--- src/rtl/result_nibble_reader_pkg.sv ---
// Shared types and constants for the result nibble reader.
// Latency: n/a (declarations only).
// Backpressure: n/a.
package result_nibble_reader_pkg;

  // Width of one displayed nibble (one LED per bit)
  localparam int NIB_W = 4;

  // Display FSM states
  typedef enum logic [1:0] {
    ST_IDLE = 2'd0,
    ST_SHOW = 2'd1,
    ST_DONE = 2'd2
  } state_t;

endpackage

--- src/rtl/result_nibble_reader_pb_debounce.sv ---
// Raw pushbutton conditioner: synchroniser, debounce counter, press pulse.
// Latency: raw edge -> pulse = 2 + DEB_CYCLES cycles.
// Backpressure: none; a glitch shorter than DEB_CYCLES cycles is discarded.
//
// Ports:
//   clk     system clock
//   rst     asynchronous active-high reset
//   pb_raw  raw, bouncy, asynchronous button level
//   pulse   one-cycle strobe when the debounced level rises 0->1
module pb_debounce
  import result_nibble_reader_pkg::*;
#(
  parameter int DEB_CYCLES = 16
) (
  input  logic clk,
  input  logic rst,
  input  logic pb_raw,
  output logic pulse
);

  localparam int CNT_W = (DEB_CYCLES > 2) ? $clog2(DEB_CYCLES) : 1;
  localparam logic [CNT_W-1:0] CNT_LAST = CNT_W'(DEB_CYCLES - 1);

  logic             r_sync1;
  logic             r_sync2;
  logic             r_stable;
  logic [CNT_W-1:0] r_cnt;
  logic             r_pulse;

  // Stable level flips on the DEB_CYCLES-th consecutive disagreement.
  logic w_flip;
  assign w_flip = (r_sync2 != r_stable) && (r_cnt == CNT_LAST);

  always_ff @(posedge clk or posedge rst) begin
    if (rst) begin
      r_sync1  <= 1'b0;
      r_sync2  <= 1'b0;
      r_stable <= 1'b0;
      r_cnt    <= '0;
      r_pulse  <= 1'b0;
    end else begin
      r_sync1 <= pb_raw;
      r_sync2 <= r_sync1;
      if (r_sync2 == r_stable) begin
        r_cnt <= '0;
      end else if (w_flip) begin
        r_cnt    <= '0;
        r_stable <= r_sync2;
      end else begin
        r_cnt <= r_cnt + 1'b1;
      end
      // Only the press (0->1) produces a strobe; release is silent.
      r_pulse <= w_flip && r_sync2;
    end
  end

  assign pulse = r_pulse;

endmodule

--- src/rtl/result_nibble_reader.sv ---
// Captures {cout,sum} on a load press and shows it one nibble per next press.
// Latency: outputs update one cycle after a debounced press pulse.
// Backpressure: none; presses in states that ignore them are dropped.
//
// Ports:
//   clk, rst         clock, asynchronous active-high reset
//   sum, cout        adder result to capture
//   pb_load, pb_next raw pushbuttons (capture / advance)
//   led              displayed nibble (0 when nothing shown)
//   nib_idx          index of displayed nibble, 0 = least significant
//   showing          a nibble is on the LEDs
//   done             last nibble has been stepped past; held until next load
module result_nibble_reader
  import result_nibble_reader_pkg::*;
#(
  parameter int DATA_W     = 7,
  parameter int DEB_CYCLES = 16
) (
  input  logic              clk,
  input  logic              rst,
  input  logic [DATA_W-1:0] sum,
  input  logic              cout,
  input  logic              pb_load,
  input  logic              pb_next,
  output logic [NIB_W-1:0]  led,
  output logic [1:0]        nib_idx,
  output logic              showing,
  output logic              done
);

  localparam int NIB_N    = (DATA_W + 1 + NIB_W - 1) / NIB_W;
  localparam int SHADOW_W = NIB_N * NIB_W;
  localparam logic [1:0] LAST_IDX = 2'(NIB_N - 1);

  logic w_load_p;
  logic w_next_p;

  pb_debounce #(.DEB_CYCLES(DEB_CYCLES)) u_deb_load (
    .clk    (clk),
    .rst    (rst),
    .pb_raw (pb_load),
    .pulse  (w_load_p)
  );

  pb_debounce #(.DEB_CYCLES(DEB_CYCLES)) u_deb_next (
    .clk    (clk),
    .rst    (rst),
    .pb_raw (pb_next),
    .pulse  (w_next_p)
  );

  state_t              r_state;
  logic [SHADOW_W-1:0] r_shadow;
  logic [1:0]          r_idx;
  logic [NIB_W-1:0]    r_led;
  logic                r_showing;
  logic                r_done;

  state_t              w_state_nxt;
  logic [SHADOW_W-1:0] w_shadow_nxt;
  logic [1:0]          w_idx_nxt;
  logic [NIB_W-1:0]    w_led_nxt;
  logic                w_showing_nxt;
  logic                w_done_nxt;

  // Result zero-extended to whole nibbles; padding bits are always 0.
  logic [SHADOW_W-1:0] w_capture;
  assign w_capture = SHADOW_W'({cout, sum});

  always_ff @(posedge clk or posedge rst) begin
    if (rst) begin
      r_state   <= ST_IDLE;
      r_shadow  <= '0;
      r_idx     <= '0;
      r_led     <= '0;
      r_showing <= 1'b0;
      r_done    <= 1'b0;
    end else begin
      r_state   <= w_state_nxt;
      r_shadow  <= w_shadow_nxt;
      r_idx     <= w_idx_nxt;
      r_led     <= w_led_nxt;
      r_showing <= w_showing_nxt;
      r_done    <= w_done_nxt;
    end
  end

  always_comb begin
    w_state_nxt   = r_state;
    w_shadow_nxt  = r_shadow;
    w_idx_nxt     = r_idx;
    w_led_nxt     = '0;
    w_showing_nxt = 1'b0;
    w_done_nxt    = 1'b0;

    // Load has priority over next in every state; a coincident next is dropped.
    if (w_load_p) begin
      w_shadow_nxt = w_capture;
      w_idx_nxt    = '0;
      w_state_nxt  = ST_SHOW;
    end else begin
      unique case (r_state)
        ST_IDLE: ;
        ST_SHOW: begin
          if (w_next_p) begin
            if (r_idx == LAST_IDX) begin
              w_idx_nxt   = '0;
              w_state_nxt = ST_DONE;
            end else begin
              w_idx_nxt = r_idx + 2'd1;
            end
          end
        end
        ST_DONE: ;
        default: begin
          w_state_nxt = ST_IDLE;
          w_idx_nxt   = '0;
        end
      endcase
    end

    // Outputs are decoded from the next state so they register alongside it.
    unique case (w_state_nxt)
      ST_SHOW: begin
        w_led_nxt     = w_shadow_nxt[NIB_W*int'(w_idx_nxt) +: NIB_W];
        w_showing_nxt = 1'b1;
      end
      ST_DONE: w_done_nxt = 1'b1;
      default: ;
    endcase
  end

  assign led     = r_led;
  assign nib_idx = r_idx;
  assign showing = r_showing;
  assign done    = r_done;

endmodule

--- config.mk ---
export PLATFORM = sky130hd
export DESIGN_NAME = result_nibble_reader
export DESIGN_NICKNAME = d
export VERILOG_FILES = /design/src/rtl/result_nibble_reader_pkg.sv /design/src/rtl/result_nibble_reader_pb_debounce.sv /design/src/rtl/result_nibble_reader.sv
export SDC_FILE = /design/constraint.sdc
export NUM_CORES = 1
export LEC_CHECK = 0
export CAP_MARGIN = 20
export CELL_PAD_IN_SITES_DETAIL_PLACEMENT = 0
export CELL_PAD_IN_SITES_GLOBAL_PLACEMENT = 1
export CORE_UTILIZATION = 41
export CTS_CLUSTER_DIAMETER = 120
export DETAILED_ROUTE_END_ITERATION = 16
export PLACE_DENSITY = 0.72
export SETUP_SLACK_MARGIN = 0.4
export SYNTH_ARGS = -nofsm -noshare
export SYNTH_HDL_FRONTEND = slang
export SYNTH_SLANG_ARGS = --single-unit
export TNS_END_PERCENT = 30
--- constraint.sdc ---
create_clock -name clk -period 1.5 [get_ports clk]
set_input_delay 0.225 -clock clk [delete_from_list [all_inputs] [get_ports clk]]
set_output_delay 0.225 -clock clk [all_outputs]
set_load 0.03 [all_outputs]
==> results of run 1 <==
-- per-layer routing --
metal	GRT usage (%)	wire, um	vias to the layer above	share of wire [%]
met5	0	0	-	0
met4	6.98	54	0	2.2
met3	7.14	122	7	5.0
met2	26.2	1220	15	50
li1	-	-	439	-
met1	20.8	1060	456	43
-- Yosys cell counts (all sizes together), types with 2 or more instances --
library cell	count
nor3b	4
a21oi	7
nand2b	3
xnor2	4
mux2i	4
a21o	3
mux2	6
inv	8
o21ai	2
ha	2
nand4b	2
dfrtp	34
nor2b	3
a311oi	4
nor2	2
a211oi	4
nand3	2
-- worst reg2reg max path, cell delays in order (launching register included) --
cell	delay [ps]
dfrtp_2	420
or3b_4	440
a31o_4	270
a211oi_2	200
-- area by class of cell --
cell class	count	area (sq um)	area share [%]
clock inverter	2	10.0	0.560
tap	44	55.1	3.08
timing repair buffer	27	270	15.1
clock buffer	6	41.3	2.31
inverter	8	30.0	1.68
multi-input combinational	59	528	29.6
sequential	34	852	47.7
-- sequential cells by signal, summed over array words and instances (netlist names), 2 cells and up --
| name | flops |
|---|---|
| r_shadow | 8 |
| led | 4 |
| u_deb_load.r_cnt | 4 |
| u_deb_next.r_cnt | 4 |
| nib_idx | 2 |
| r_state | 2 |
-- worst paths after layout --
check,end,from,cells after the start
hold / removal,u_deb_load.r_cnt[1]$_DFF_PP0_,rst,3
max in group asynchronous,nib_idx[0]$_DFF_PP0_,rst,3
hold reg to reg,u_deb_load.r_sync2$_DFF_PP0_,u_deb_load.r_sync1$_DFF_PP0_,0
setup / recovery,led[2]$_DFF_PP0_,nib_idx[0]$_DFF_PP0_,3
min in group clk,u_deb_next.r_sync1$_DFF_PP0_,pb_next,1
setup reg to reg,led[2]$_DFF_PP0_,nib_idx[0]$_DFF_PP0_,3
-- power by group --
| part | internal, mW | leakage (nW) | switching (mW) |
|---|---|---|---|
| clock network | 0.178 | 0.0320 | 0.290 |
| registers | 0.935 | 0.459 | 0.0159 |
| logic | 0.0481 | 0.356 | 0.0359 |
-- what timing repair did --
| action | in CTS | in global routing |
|---|---|---|
| resized for setup | 37 | 22 |
| buffers inserted | 3 | 2 |
| endpoints found under the hold margin | 0 | 0 |
| setup endpoints to repair | 17 | 24 |
-- logic make-up after synthesis --
group,Yosys count,share of synthesized area [%]
compound gates,23,12.3
xor+xnor,4,2.57
fa+ha+maj,2,1.83
buf+inv,10,2.84
flops,34,62.3
mux,10,7.88
simple gates,20,10.3
==> metrics.txt, run 1 <==
crit path max-delay cell type or3b_4; commonest non-fill, non-tap cell in the layout dfrtp_1; pin count of the biggest net entering global routing 35; die width around 60 um; status finished, final reports clean; post-synthesis sequential area ratio ~62%; Bufs and invs on worst path 0; Finished Layout Cells 180; Req. time, crit path ~1700 ps; Setup crit end kind flop; VDD IR max ~0.00048 V; root cell of the clock tree clkbuf_4; antenna violations before repair 0; Post-Place Worst Slack roughly 46 ps; HP Class in -> async; die area between 3000 and 4000 sq um; crit start category flop; leakage power between 0.8 and 0.9 nW; vias in the first global route about 910; Top delay family on crit path compound AO/OA/AOI/OAI gates; Arrival @ worst endpoint around 1700 ps; # fillers between 200 and 300; DP Area roughly 1600 sq um; Avg Inst Size Synth approximately 13 sq um; Synth Cell Area between 1000 and 1500 sq um; vias per inst 5.09; Mapped Cells between 100 and 150; initial DRC count 22; starting density of the core between 40% and 50%; fmax between 700 and 800 MHz; placed cells between 150 and 200; # DRC 0; cells along the critical path or3b_4, a31o_4, a211oi_2; cts hold-fix bufs 0; setup TNS 0 ps; cell taking the most area after synthesis dfrtp_1; TritonCTS buffer count 5; Area Overhead vs Synth 30.9%; port bufs 19; global-route wire length before repair between 4000 and 5000 um; RSZ-0062 raised after global routing yes; total grt overflow 0; number of synthesized flops with an enable pin 0; worst stage delay on the critical path 440 ps; post-layout util 57.6%; total power approximately 1.5 mW; Final period util 94.4%; latest clock arrival within the worst-skew pair between 300 and 400 ps; top area cells in the synthesized netlist dfrtp_1 (62%), mux2_2 (4.9%), mux2i_1 (2.9%), a21oi_1 (2.6%), a311oi_1 (2.6%); worst reg2reg setup slack about 83 ps; setup ws final ~83 ps; Max FO, Critical Path 6; Detail Placement HPWL roughly 1600 um; final hold slack 226 ps; Crit Path Category reg -> reg; Final Max Slew Viols 0; clock sink count 34; core area 3100 sq um; CTS Buffer Depth 2; Final min period around 1400 ps; layout cell share with drive strength beyond 1 roughly 31%; Via Count 917; Worst slew margin about 75%; Ports 20; Yosys reg bits 34; gr usage total 16.9%; # diodes 0; Final #Nets 149; most frequent cells in the layout dfrtp_1 (33), clkdlybuf4s50_1 (11); Main synth FF type dfrtp_1; Die Ht 59.7 um; Power Density ~840 nW/um^2; Worst-Margin Slew between 300 and 400 ps; Reg clk slew, reported paths 100 ps; # H-tree levels 2; ANT nets after route 0; CTS tree done; synth warn 0; final hold vios 0; worst clock skew approximately 5.8 ps; Pre-antenna DRT Iters 4; routed wire length approximately 2500 um; row count 20; gp weighted congestion 0.711; Synth top area share between 60% and 70%; Max Cap Violations 0; drt wl/cell between 10 and 15 um; share of flip-flops with an asynchronous set or reset 100%; Distinct cells, synth 28; final setup vio count 0; Syn Nets approximately 120; post-layout instance area 1790 sq um
Note: power is estimated with default switching activity, not from simulation.
==> run 2, diff against run 1 <==
--- a/config.mk
+++ b/config.mk
@@ -8,12 +8,12 @@
 export CAP_MARGIN = 20
 export CELL_PAD_IN_SITES_DETAIL_PLACEMENT = 0
 export CELL_PAD_IN_SITES_GLOBAL_PLACEMENT = 1
-export CORE_UTILIZATION = 41
+export CORE_UTILIZATION = 42
 export CTS_CLUSTER_DIAMETER = 120
 export DETAILED_ROUTE_END_ITERATION = 16
-export PLACE_DENSITY = 0.72
+export PLACE_DENSITY = 0.74
 export SETUP_SLACK_MARGIN = 0.4
 export SYNTH_ARGS = -nofsm -noshare
 export SYNTH_HDL_FRONTEND = slang
 export SYNTH_SLANG_ARGS = --single-unit
-export TNS_END_PERCENT = 30
+export TNS_END_PERCENT = 20
==> run 2 against run 1 <==
Clock power rose by 31%. Cell area rose by 2.2%. Highest routed layer unchanged. Routed wire length fell by 3.7%. Largest power group unchanged. Register-to-register slack got worse by 20 ps. Largest cell class unchanged. Critical path depth did not move.
==> metrics.txt, run 2 (synthesis results as in run 1) <==
status finished, final reports clean; core area 3080 sq um (-0.81%); most frequent cells in the layout dfrtp_1 (32), clkdlybuf4s50_1 (11), buf_4 (8); CTS tree done; # H-tree levels 2 (unchanged); HP Class in -> async; gp weighted congestion 0.770 (+8.2%); Reg clk slew, reported paths 110 ps (about the same); number of flip-flops under the largest register name 8 (unchanged); setup TNS 0 ps (unchanged); ANT nets after route 0 (unchanged); Worst-Margin Slew 382 ps (+13.0 ps); Ports 20 (unchanged); # diodes 0 (unchanged); Final #Nets 150 (+0.67%); drt wl/cell 13.0 um (-4.2%); # DRC 0 (unchanged); TritonCTS buffer count 5 (unchanged); Final period util 95.7% (+1.2 points); Multi-input gate area 537 sq um (+1.7%); final hold vios 0 (unchanged); Final Max Slew Viols 0 (unchanged); # fillers 256 (-5.2%); initial DRC count 14 (-36%); vias per inst 5.03 (-1.3%); Setup crit end kind flop; clock sink count 34 (unchanged); root cell of the clock tree clkbuf_4; worst clock skew 12.4 ps (+6.66 ps); latest clock arrival within the worst-skew pair 330 ps (about the same); die width 59.0 um (-1.2%); crit start category flop; Area Overhead vs Synth 33.7%; global-route wire length before repair 3960 um (-5.9%); Via Count 910 (-0.76%); fmax 697 MHz (-1.3%); Worst slew margin 74.4% (-0.77 points); gr usage total 15.8% (-1.1 points); total grt overflow 0 (unchanged); Pre-antenna DRT Iters 2 (-2); Max FO, Critical Path 5 (-1); cts hold-fix bufs 0 (unchanged); Power Density 903 nW/um^2 (+7.3%); VDD IR max 0.000457 V (-5.7%); port bufs 19 (unchanged); Detail Placement HPWL 1560 um (-2.6%); vias in the first global route 923 (+0.98%); commonest non-fill, non-tap cell in the layout dfrtp_1; Die Ht 59.0 um (-1.2%); leakage power 0.867 nW (+2.4%); Seq. cell area 856 sq um (+0.44%); antenna violations before repair 0 (unchanged); layout cell share with drive strength beyond 1 32.8% (+2.0 points); Final min period 1440 ps (+18.6 ps); Most flops, register r_shadow; CTS Buffer Depth 2 (unchanged); final setup vio count 0 (unchanged); Arrival @ worst endpoint 1640 ps (-20 ps); die area 3480 sq um (-2.3%); row count 20 (unchanged); routed wire length 2360 um (-3.7%); Max Cap Violations 0 (unchanged); starting density of the core 44.3% (+0.36 points); Crit Path Category reg -> reg; RSZ-0062 raised after global routing yes; pin count of the biggest net entering global routing 35 (unchanged); post-layout util 59.3% (+1.7 points); Req. time, crit path 1710 ps (-30 ps)
-- run 2: cell count changes in the layout (fill, tap and decap cells not counted), moves of 2 or more --
| cell | delta |
|---|---|
| clkbuf_8 | +3 |
| dlygate4sd2_1 | +2 |
| clkinv_2 | -2 |
| buf_6 | -3 |
-- run 2: worst max-delay path, cell delays in order, from the launching register on --
cell and delay (ps):
dfrtp_1 420, or3b_4 440, a311oi_1 370, a211oi_2 80
-- run 2: area by class of cell --
cell class / instances / share of cell area (%)
Clock buffer: 8 / 4.32
Sequential cell: 34 / 46.9
Inverter: 8 / 1.64
Tap cell: 44 / 3.02
Multi-Input combinational cell: 59 / 29.4
Timing Repair Buffer: 28 / 14.7
-- run 2: per-stage QoR --
step	instance area (sq um)	instances	hold WS (ps)	total power [mW]	setup WS [ps]
final	1830	181	218	1.65	64.7
after global routing	1830	181	261	1.72	29.2
after CTS	1730	175	221	1.66	108
after detailed placement	1630	166	338	1.05	80.4
after global placement	1630	166	333	1.05	150
after floorplan	1370	103	256	1.01	92.0
-- run 2: worst paths after layout --
check | cells past startpoint | slack [ps] | endpoint | startpoint
worst min-delay path | 3 | 220 | r_shadow[4]$_DFF_PP0_ | rst
min in group clk | 1 | 330 | u_deb_next.r_sync1$_DFF_PP0_ | pb_next
worst max register to register | 3 | 60 | led[0]$_DFF_PP0_ | r_state[1]$_DFF_PP0_
worst min register to register | 0 | 360 | u_deb_next.r_sync2$_DFF_PP0_ | u_deb_next.r_sync1$_DFF_PP0_
worst max-delay path | 3 | 60 | led[0]$_DFF_PP0_ | r_state[1]$_DFF_PP0_
max in group asynchronous | 3 | 1090 | u_deb_load.pulse$_DFF_PP0_ | rst
-- run 2: repair_timing --
| action | in CTS | in global routing |
|---|---|---|
| buffers inserted | 1 | 6 |
| gates resized for setup | 35 | 15 |
| endpoints found under the setup margin | 29 | 35 |
| hold endpoints to repair | 0 | 0 |
-- run 2: power by group --
group          switching (mW)  internal [mW]
combinational          0.0356         0.0481
clock                   0.294          0.320
sequential             0.0155          0.935
-- run 2: metal layers --
metal	vias to the layer above	routed length (um)	global-route usage, %
li1	431	-	-
met1	454	984	18.0
met5	-	0	0
met4	0	61	9.18
met2	18	1230	26.1
met3	7	83	4.80
